===== src/rtl/mt_info_queue.sv =====
// MT info word buffer: circular FIFO (mode=0) or sliding shift window with tap read (mode=1).
// Registered read data, registered occupancy flags, sticky error flags and a 3-bit state code.
module mt_info_queue #(
    parameter int DATA_W = 32,
    parameter int DEPTH  = 32,
    parameter int AW     = $clog2(DEPTH),
    parameter int CW     = $clog2(DEPTH + 1)
) (
    input  logic              clk,
    input  logic              rst_n,
    input  logic              clr,
    input  logic              mode,
    input  logic              WE,
    input  logic              RE,
    input  logic [AW-1:0]     rd_idx,
    input  logic [DATA_W-1:0] MT_info_in,
    output logic [DATA_W-1:0] MT_info_out,
    output logic              out_valid,
    output logic [CW-1:0]     count,
    output logic              full,
    output logic              empty,
    output logic              overflow,
    output logic              underflow,
    output logic [2:0]        state_check
);

    localparam logic [2:0] ST_EMPTY   = 3'd0;
    localparam logic [2:0] ST_FILLING = 3'd1;
    localparam logic [2:0] ST_FULL    = 3'd2;
    localparam logic [2:0] ST_ERROR   = 3'd3;

    localparam logic [CW-1:0] DEPTH_C  = CW'(DEPTH);
    localparam logic [AW-1:0] LAST_PTR = AW'(DEPTH - 1);

    logic [DATA_W-1:0] mem [DEPTH];
    logic [AW-1:0]     wr_ptr;
    logic [AW-1:0]     rd_ptr;
    logic              mode_q;

    logic              clear;
    logic              tap_ok;
    logic              wr_acc;
    logic              rd_acc;
    logic              ovf_set;
    logic              unf_set;
    logic [CW-1:0]     count_n;
    logic [2:0]        state_n;

    // A mode change behaves exactly like clr on the edge where it is seen.
    assign clear  = clr | (mode != mode_q);
    assign tap_ok = (CW'(rd_idx) < count);

    always_comb begin
        wr_acc  = 1'b0;
        rd_acc  = 1'b0;
        ovf_set = 1'b0;
        unf_set = 1'b0;
        count_n = count;
        if (clear) begin
            count_n = '0;
        end else if (!mode_q) begin
            rd_acc  = RE & ~empty;
            wr_acc  = WE & (~full | rd_acc);
            ovf_set = WE & ~wr_acc;
            unf_set = RE & ~rd_acc;
            count_n = count + CW'(wr_acc) - CW'(rd_acc);
        end else begin
            rd_acc  = RE & tap_ok;
            unf_set = RE & ~tap_ok;
            wr_acc  = WE;
            if (WE && (count != DEPTH_C))
                count_n = count + CW'(1);
        end
    end

    always_comb begin
        state_n = ST_FILLING;
        if (clear)
            state_n = ST_EMPTY;
        else if ((state_check == ST_ERROR) || ovf_set || unf_set)
            state_n = ST_ERROR;
        else if (count_n == '0)
            state_n = ST_EMPTY;
        else if (count_n == DEPTH_C)
            state_n = ST_FULL;
    end

    always_ff @(posedge clk or negedge rst_n) begin
        if (!rst_n) begin
            for (int unsigned i = 0; i < DEPTH; i++)
                mem[i] <= '0;
            wr_ptr      <= '0;
            rd_ptr      <= '0;
            mode_q      <= 1'b0;
            count       <= '0;
            full        <= 1'b0;
            empty       <= 1'b1;
            MT_info_out <= '0;
            out_valid   <= 1'b0;
            overflow    <= 1'b0;
            underflow   <= 1'b0;
            state_check <= ST_EMPTY;
        end else begin
            mode_q      <= mode;
            count       <= count_n;
            full        <= (count_n == DEPTH_C);
            empty       <= (count_n == '0);
            state_check <= state_n;
            if (clear) begin
                wr_ptr    <= '0;
                rd_ptr    <= '0;
                out_valid <= 1'b0;
                overflow  <= 1'b0;
                underflow <= 1'b0;
            end else begin
                out_valid <= rd_acc;
                if (ovf_set)
                    overflow <= 1'b1;
                if (unf_set)
                    underflow <= 1'b1;
                if (!mode_q) begin
                    // On a full WE&RE the pointers coincide; the read still sees the old word.
                    if (wr_acc) begin
                        mem[wr_ptr] <= MT_info_in;
                        wr_ptr      <= (wr_ptr == LAST_PTR) ? '0 : wr_ptr + AW'(1);
                    end
                    if (rd_acc) begin
                        MT_info_out <= mem[rd_ptr];
                        rd_ptr      <= (rd_ptr == LAST_PTR) ? '0 : rd_ptr + AW'(1);
                    end
                end else begin
                    if (RE)
                        MT_info_out <= tap_ok ? mem[rd_idx] : '0;
                    if (WE) begin
                        mem[0] <= MT_info_in;
                        for (int unsigned i = 1; i < DEPTH; i++)
                            mem[i] <= mem[i-1];
                    end
                end
            end
        end
    end

endmodule


===== config.mk =====
export PLATFORM = sky130hd
export DESIGN_NAME = mt_info_queue
export DESIGN_NICKNAME = d
export VERILOG_FILES = /design/src/rtl/mt_info_queue.sv
export SDC_FILE = /design/constraint.sdc
export NUM_CORES = 2
export LEC_CHECK = 0
export CELL_PAD_IN_SITES_DETAIL_PLACEMENT = 0
export CELL_PAD_IN_SITES_GLOBAL_PLACEMENT = 2
export CORE_MARGIN = 10
export CORE_UTILIZATION = 35
export DETAILED_ROUTE_END_ITERATION = 12
export DONT_BUFFER_PORTS = 1
export GPL_TIMING_DRIVEN = 0
export HOLD_SLACK_MARGIN = 0.03
export MAX_ROUTING_LAYER = met4
export PLACE_DENSITY = 0.81
export SYNTH_ARGS = -nofsm -noshare
export SYNTH_HDL_FRONTEND = slang
export SYNTH_SLANG_ARGS = --single-unit

===== constraint.sdc =====
create_clock -name clk -period 2.45 [get_ports clk]
set_input_delay 0.245 -clock clk [delete_from_list [all_inputs] [get_ports clk]]
set_output_delay 0.245 -clock clk [all_outputs]
set_load 0.05 [all_outputs]

-- Yosys cells after proc, flatten, opt, wreduce, memory -nomap -nowiden
Index checks and enable logic that the tools add are counted.
- add/sub/neg operators: 5
- bitwise gates (word level): 17
- reduce and logical (&&, ||, !) cells: 15
- mux-type cells: 44
- order comparisons: 5
- equal/unequal tests: 9
- operators by type and width (cell ; count):
    1024-bit two-way mux ; 3
    1024-bit bitwise mux ; 1
    32-bit binary-select mux with 5-bit select ; 2
    32-bit two-way mux ; 9
    32-bit demux with 5-bit select ; 1
    5-bit two-way mux ; 8
    6-bit >= comparator, second input constant ; 3
    6-bit two-way mux ; 3
    5-bit inverter with 6-bit output ; 3
    1-bit two-way mux ; 13
    2-bit nonzero test ; 6
    5-bit by 1-bit adder with 5-bit output, second input constant ; 2
    5-bit equality test, second input constant ; 2
    2-bit two-way mux ; 4
    6-bit by 1-bit adder with 6-bit output ; 1
    6-bit by 1-bit adder with 6-bit output, second input constant ; 1
    1-bit AND ; 6
    6-bit equality test, second input constant ; 1
    6-bit logical NOT ; 1
    5-bit by 6-bit less-than comparator with 1-bit output ; 1
    6-bit by 1-bit less-than comparator with 1-bit output, second input constant ; 1
    6-bit != test, second input constant ; 1
    1-bit inverter ; 6
    3-bit AND reduction ; 2
    9 further kinds ; 14
- bits of input ports: 43
- word-level logic and storage cells: 138
- output and inout port bits: 46
- register bits after elaboration: 1081

-- Longest topological paths before layout
- depth after elaboration: 13
- gate-level depth with buffers: 13
- gate-level depth less buffers: 13

-- Least setup slack after synthesis
Ideal clock, no wire load.
- kind: reg-to-reg
- start: reg empty
- end: reg empty
- arrival: 2834 ps
- slack: -453 ps
- required time: 2381 ps
- library setup time: 69 ps
- cell stages (with the launch flop): 14
- buffers on the path: 0
- clock period less this slack: 2903 ps
- path through: dfstp_2 -> nand2b_1 -> nand2_1 -> nand2_1 -> ha_1 -> inv_1 -> ha_1 -> fa_1 -> xor2_1 -> nor2_1 -> a31oi_1 -> a211oi_1 -> nor3b_1 -> nor2b_1
- word-level cells in the longest chain between the ends: 9
- RTL lines (item ; RTL line ; text):
    start, declared ; 21 ; output logic empty,
    start signal, assigned ; 107 ; empty <= (count_n == '0);
    1-bit inverter (*) ; 62 ; rd_acc = RE & ~empty;
    1-bit AND (*) ; 62 ;
    1-bit OR ; 63 ; wr_acc = WE & (~full | rd_acc);
    1-bit AND ; 63 ;
    6-bit by 1-bit adder with 6-bit output ; 66 ; count_n = count + CW'(wr_acc) - CW'(rd_acc);
    6-bit by 1-bit subtractor with 6-bit output (*) ; 66 ;
    6-bit two-way mux (*) ; 61 ; end else if (!mode_q) begin
    6-bit two-way mux (*) ; 59 ; if (clear) begin
    6-bit logical NOT (*) ; 107 ;
Mark *: on every way between the ends. The rest lies on a longest branch, timed or not.
A chain may end at the register's enable or synchronous reset.

-- Final worst setup path
- start: reg empty
- end: reg full
- word-level cells in the longest chain between the ends: 9
- RTL lines (item ; RTL line ; text):
    1-bit inverter (*) ; 62 ;
    1-bit AND (*) ; 62 ;
    1-bit OR ; 63 ;
    1-bit AND ; 63 ;
    6-bit by 1-bit adder with 6-bit output ; 66 ;
    6-bit by 1-bit subtractor with 6-bit output (*) ; 66 ;
    6-bit two-way mux (*) ; 61 ;
    6-bit two-way mux (*) ; 59 ;
    named net count_n[4] ; 46 ; logic [CW-1:0] count_n;
    6-bit equality test (*) ; 106 ; full <= (count_n == DEPTH_C);
    end signal, assigned ; 106 ;
    end, declared ; 20 ; output logic full,
The timed path passes the listed nets; every way through them passes the cells marked *.

==> run metrics <==
Netlist cell types 68; FF-to-FF path depth 12; count leader, synth a21oi_1; 1st-pass router iterations 6; top cells by area, synth dfrtp_1, a21oi_1, mux4_2; nets 6,813; row count ~150; total of max-cap violations 3; sequential element share of the synthesized area a little over two fifths; CTS tree yes; cell area after synthesis between 0.06 and 0.07 mm2; Die ar. 0.194 mm2; CP Class register to register; failing checks negative hold slack, max-capacitance violations, max-slew violations, negative setup slack; fin util 44.6%; Iteration-0 DRC Markers 9,399; Final Hold Vio Count 539; delay-heaviest family, CP adder cells; DRC errors left 0; Area growth, synth to finish 26.8%; CTS root buf clkbuf_16; Int Power 44.0 mW; CTS Buffer Depth 3; HPWL after detailed placement 295,000 um; final total power 72.1 mW; Reg clk slew, reported paths 0.06 ns; Synth warnings 0; outcome finished with violations; die width 440 um; H-tree level count 4; slew margin rel. -8.46%; Vias 61,020; Slowest-stage cell, CP dfstp_4; vias in the first global route 56,427; Crit path largest cell delay 0.73 ns; DIE HEIGHT 440 um; flop2flop setup slack -0.52 ns; f_max 337 MHz; post-cts hold buffer count 40; initial antenna violation count 41; CP max FO 5; Buf/Inv on CP 2; Critical Path Start Type register; drt wl/cell 43.0 um; Clock Skews about 0.025 ns; Leakage 30.2 nW; combined area of the multi-input logic cells 0.0346 mm2; Hold WS -0.876 ns; Total GRT Usage between 40% and 50%; Final Setup Violations around 1,100; Post-synth EDFFs 0; largest net degree at the start of global routing between 1,000 and 1,500; Critical R2R Launch empty; # clock sinks 1,080; max-slew violations 33; crit path DAT 3.68 ns; Worst Slack Setup Final -0.522 ns; switching share of power between 30% and 40%; Initial Util a little over a third; Final GP Congestion 1.07; most frequent CP cell ha_4; ANT nets after route 0; Fillers 16,795; Switch Pwr 28.1 mW; CP required ~3.2 ns; Vias/cell about 6.6; top_reg_cell synth dfrtp_1; Synth top cells by count a21oi_1, dfrtp_1, nor2_1; logic gate share of total power 26.3%; post-synth top area cell dfrtp_1; Reg area roughly 0.027 mm2; CP endpoint kind register; CTS buffer count roughly 140; first-pass GRT wire length 515,000 um; Power Density 919 mW/mm2; Synth async-reset ratio between 90% and 100%; CORE AREA 0.176 mm2; peak supply drop between 0.7 and 0.8 mV; total wire length roughly 400,000 um; layout cells sized above 1 29.3%; period utilisation layout 121%; Flop pwr share approximately 44%; top cell type's share of synthesized area 43.7%; post-synth net total approximately 6,400; clock latency on the worst-skew pair 0.82 ns; RR Endpoint full; RSZ-0062 raised after global routing true; setup_tns -156.24 ns; # IOs 89; Synth Area per Inst around 9.7 um2; Slew @ Worst Pin 1.63 ns; minimum clock period approximately 3.0 ns; Hold Crit Class input pin to asynchronous set/reset pin; worst path cell trace nand2b_4 -> inv_4 -> ha_4 -> inv_2 -> ha_4 -> fa_2 -> a21oi_2 -> o21bai_1 -> xnor2_1 -> a211oi_2 -> nor2_1 -> and3_1; clock power share 29.7%; count of input and output buffers 0; post-synthesis register bit count around 1,100; synthesized instance count 6,344; GR Overflow Total 0
registers in the layout, indices dropped and copies added (netlist names):
register and flops:
count 6, empty 1, overflow 1, MT_info_out 32, state_check 2, mode_q 1
underflow 1, rd_ptr 5, mem 1024, full 1, out_valid 1, wr_ptr 5
kinds of logic after synthesis:
logic type	share of synthesized area [%]
fa+ha+maj	0.518
compound gates	21.4
xor+xnor	0.0567
buf+inv	4.93
mux	20.0
flops	43.7
simple gates	9.38
other cells	0.00606
area by class of cell:
class	count	share of cell area, %
Antenna cell	39	0.124
Buffer	619	6.87
Clock buffer	216	5.42
Clock inverter	27	0.378
Inverter	15	0.0845
Multi-Input combinational cell	4626	44.2
Sequential cell	1080	34.5
Tap cell	2340	3.73
Timing Repair Buffer	262	4.75
power groups by stage:
| stage | clock (mW) | sequential (mW) | combinational (mW) |
|---|---|---|---|
| final | 21.4 | 31.7 | 19.0 |
| after global routing | 22.0 | 31.9 | 20.1 |
| after CTS | 21.4 | 30.7 | 16.9 |
| after detailed placement | 0 | 30.8 | 15.8 |
| after global placement | 0 | 30.7 | 15.5 |
| after floorplan | 0 | 27.2 | 11.5 |
metrics by stage:
stage          instances  instance area (um2)  setup slack [ns]
5_1_grt             9214                78400            -0.567
4_1_cts             9090                74500            -0.497
3_3_place_gp        8684                64800             -2.73
6_report            9224                78500            -0.522
2_1_floorplan       6344                61900            -0.249
3_5_place_dp        8688                64900             -2.67
per-layer routing:
| layer | GRT usage (%) | share of wire (%) | vias to the layer above |
|---|---|---|---|
| met5 | - | 0 | - |
| met4 | 23.0 | 7.9 | 0 |
| met3 | 14.3 | 12 | 1042 |
| met2 | 54.5 | 41 | 4462 |
| met1 | 51.7 | 39 | 31213 |
| li1 | - | - | 24303 |
layout by cell type (no fill, tap or decap), types with 83 or more instances in the layout:
| master | count |
|---|---|
| mux4_2 | 380 |
| o21ai_0 | 90 |
| o22ai_1 | 83 |
| clkbuf_2 | 176 |
| a21oi_1 | 1891 |
| buf_6 | 139 |
| dfrtp_1 | 1071 |
| nand2_1 | 132 |
| a21oi_2 | 139 |
| buf_4 | 133 |
| mux2i_1 | 256 |
| buf_12 | 98 |
| nor2_1 | 782 |
| clkbuf_16 | 173 |
| mux2_2 | 93 |
| nor2_2 | 87 |
| nor2_4 | 179 |
| clkbuf_1 | 117 |
how the worst max path moves through the flow:
stage / endpoint / cells past startpoint / slack (ns) / from
after floorplan: state_check[0] / 12 / -0.25 / empty
after global placement: MT_info_out[27] / 8 / -2.73 / rd_idx[3]
after detailed placement: MT_info_out[29] / 8 / -2.67 / rd_idx[3]
after CTS: state_check[0] / 12 / -0.50 / empty
after global routing: full / 12 / -0.57 / empty
final: full / 12 / -0.52 / empty
what timing repair did:
| item | in CTS | in global routing |
|---|---|---|
| buffers inserted | 101 | 75 |
| endpoints found under the hold margin | 1168 | 539 |
| setup endpoints to repair | 1076 | 1127 |
| gates resized for setup | 947 | 849 |
| pin swaps | 60 | 26 |
| cloned | 32 | 31 |
(Power assumes the default switching activity.)
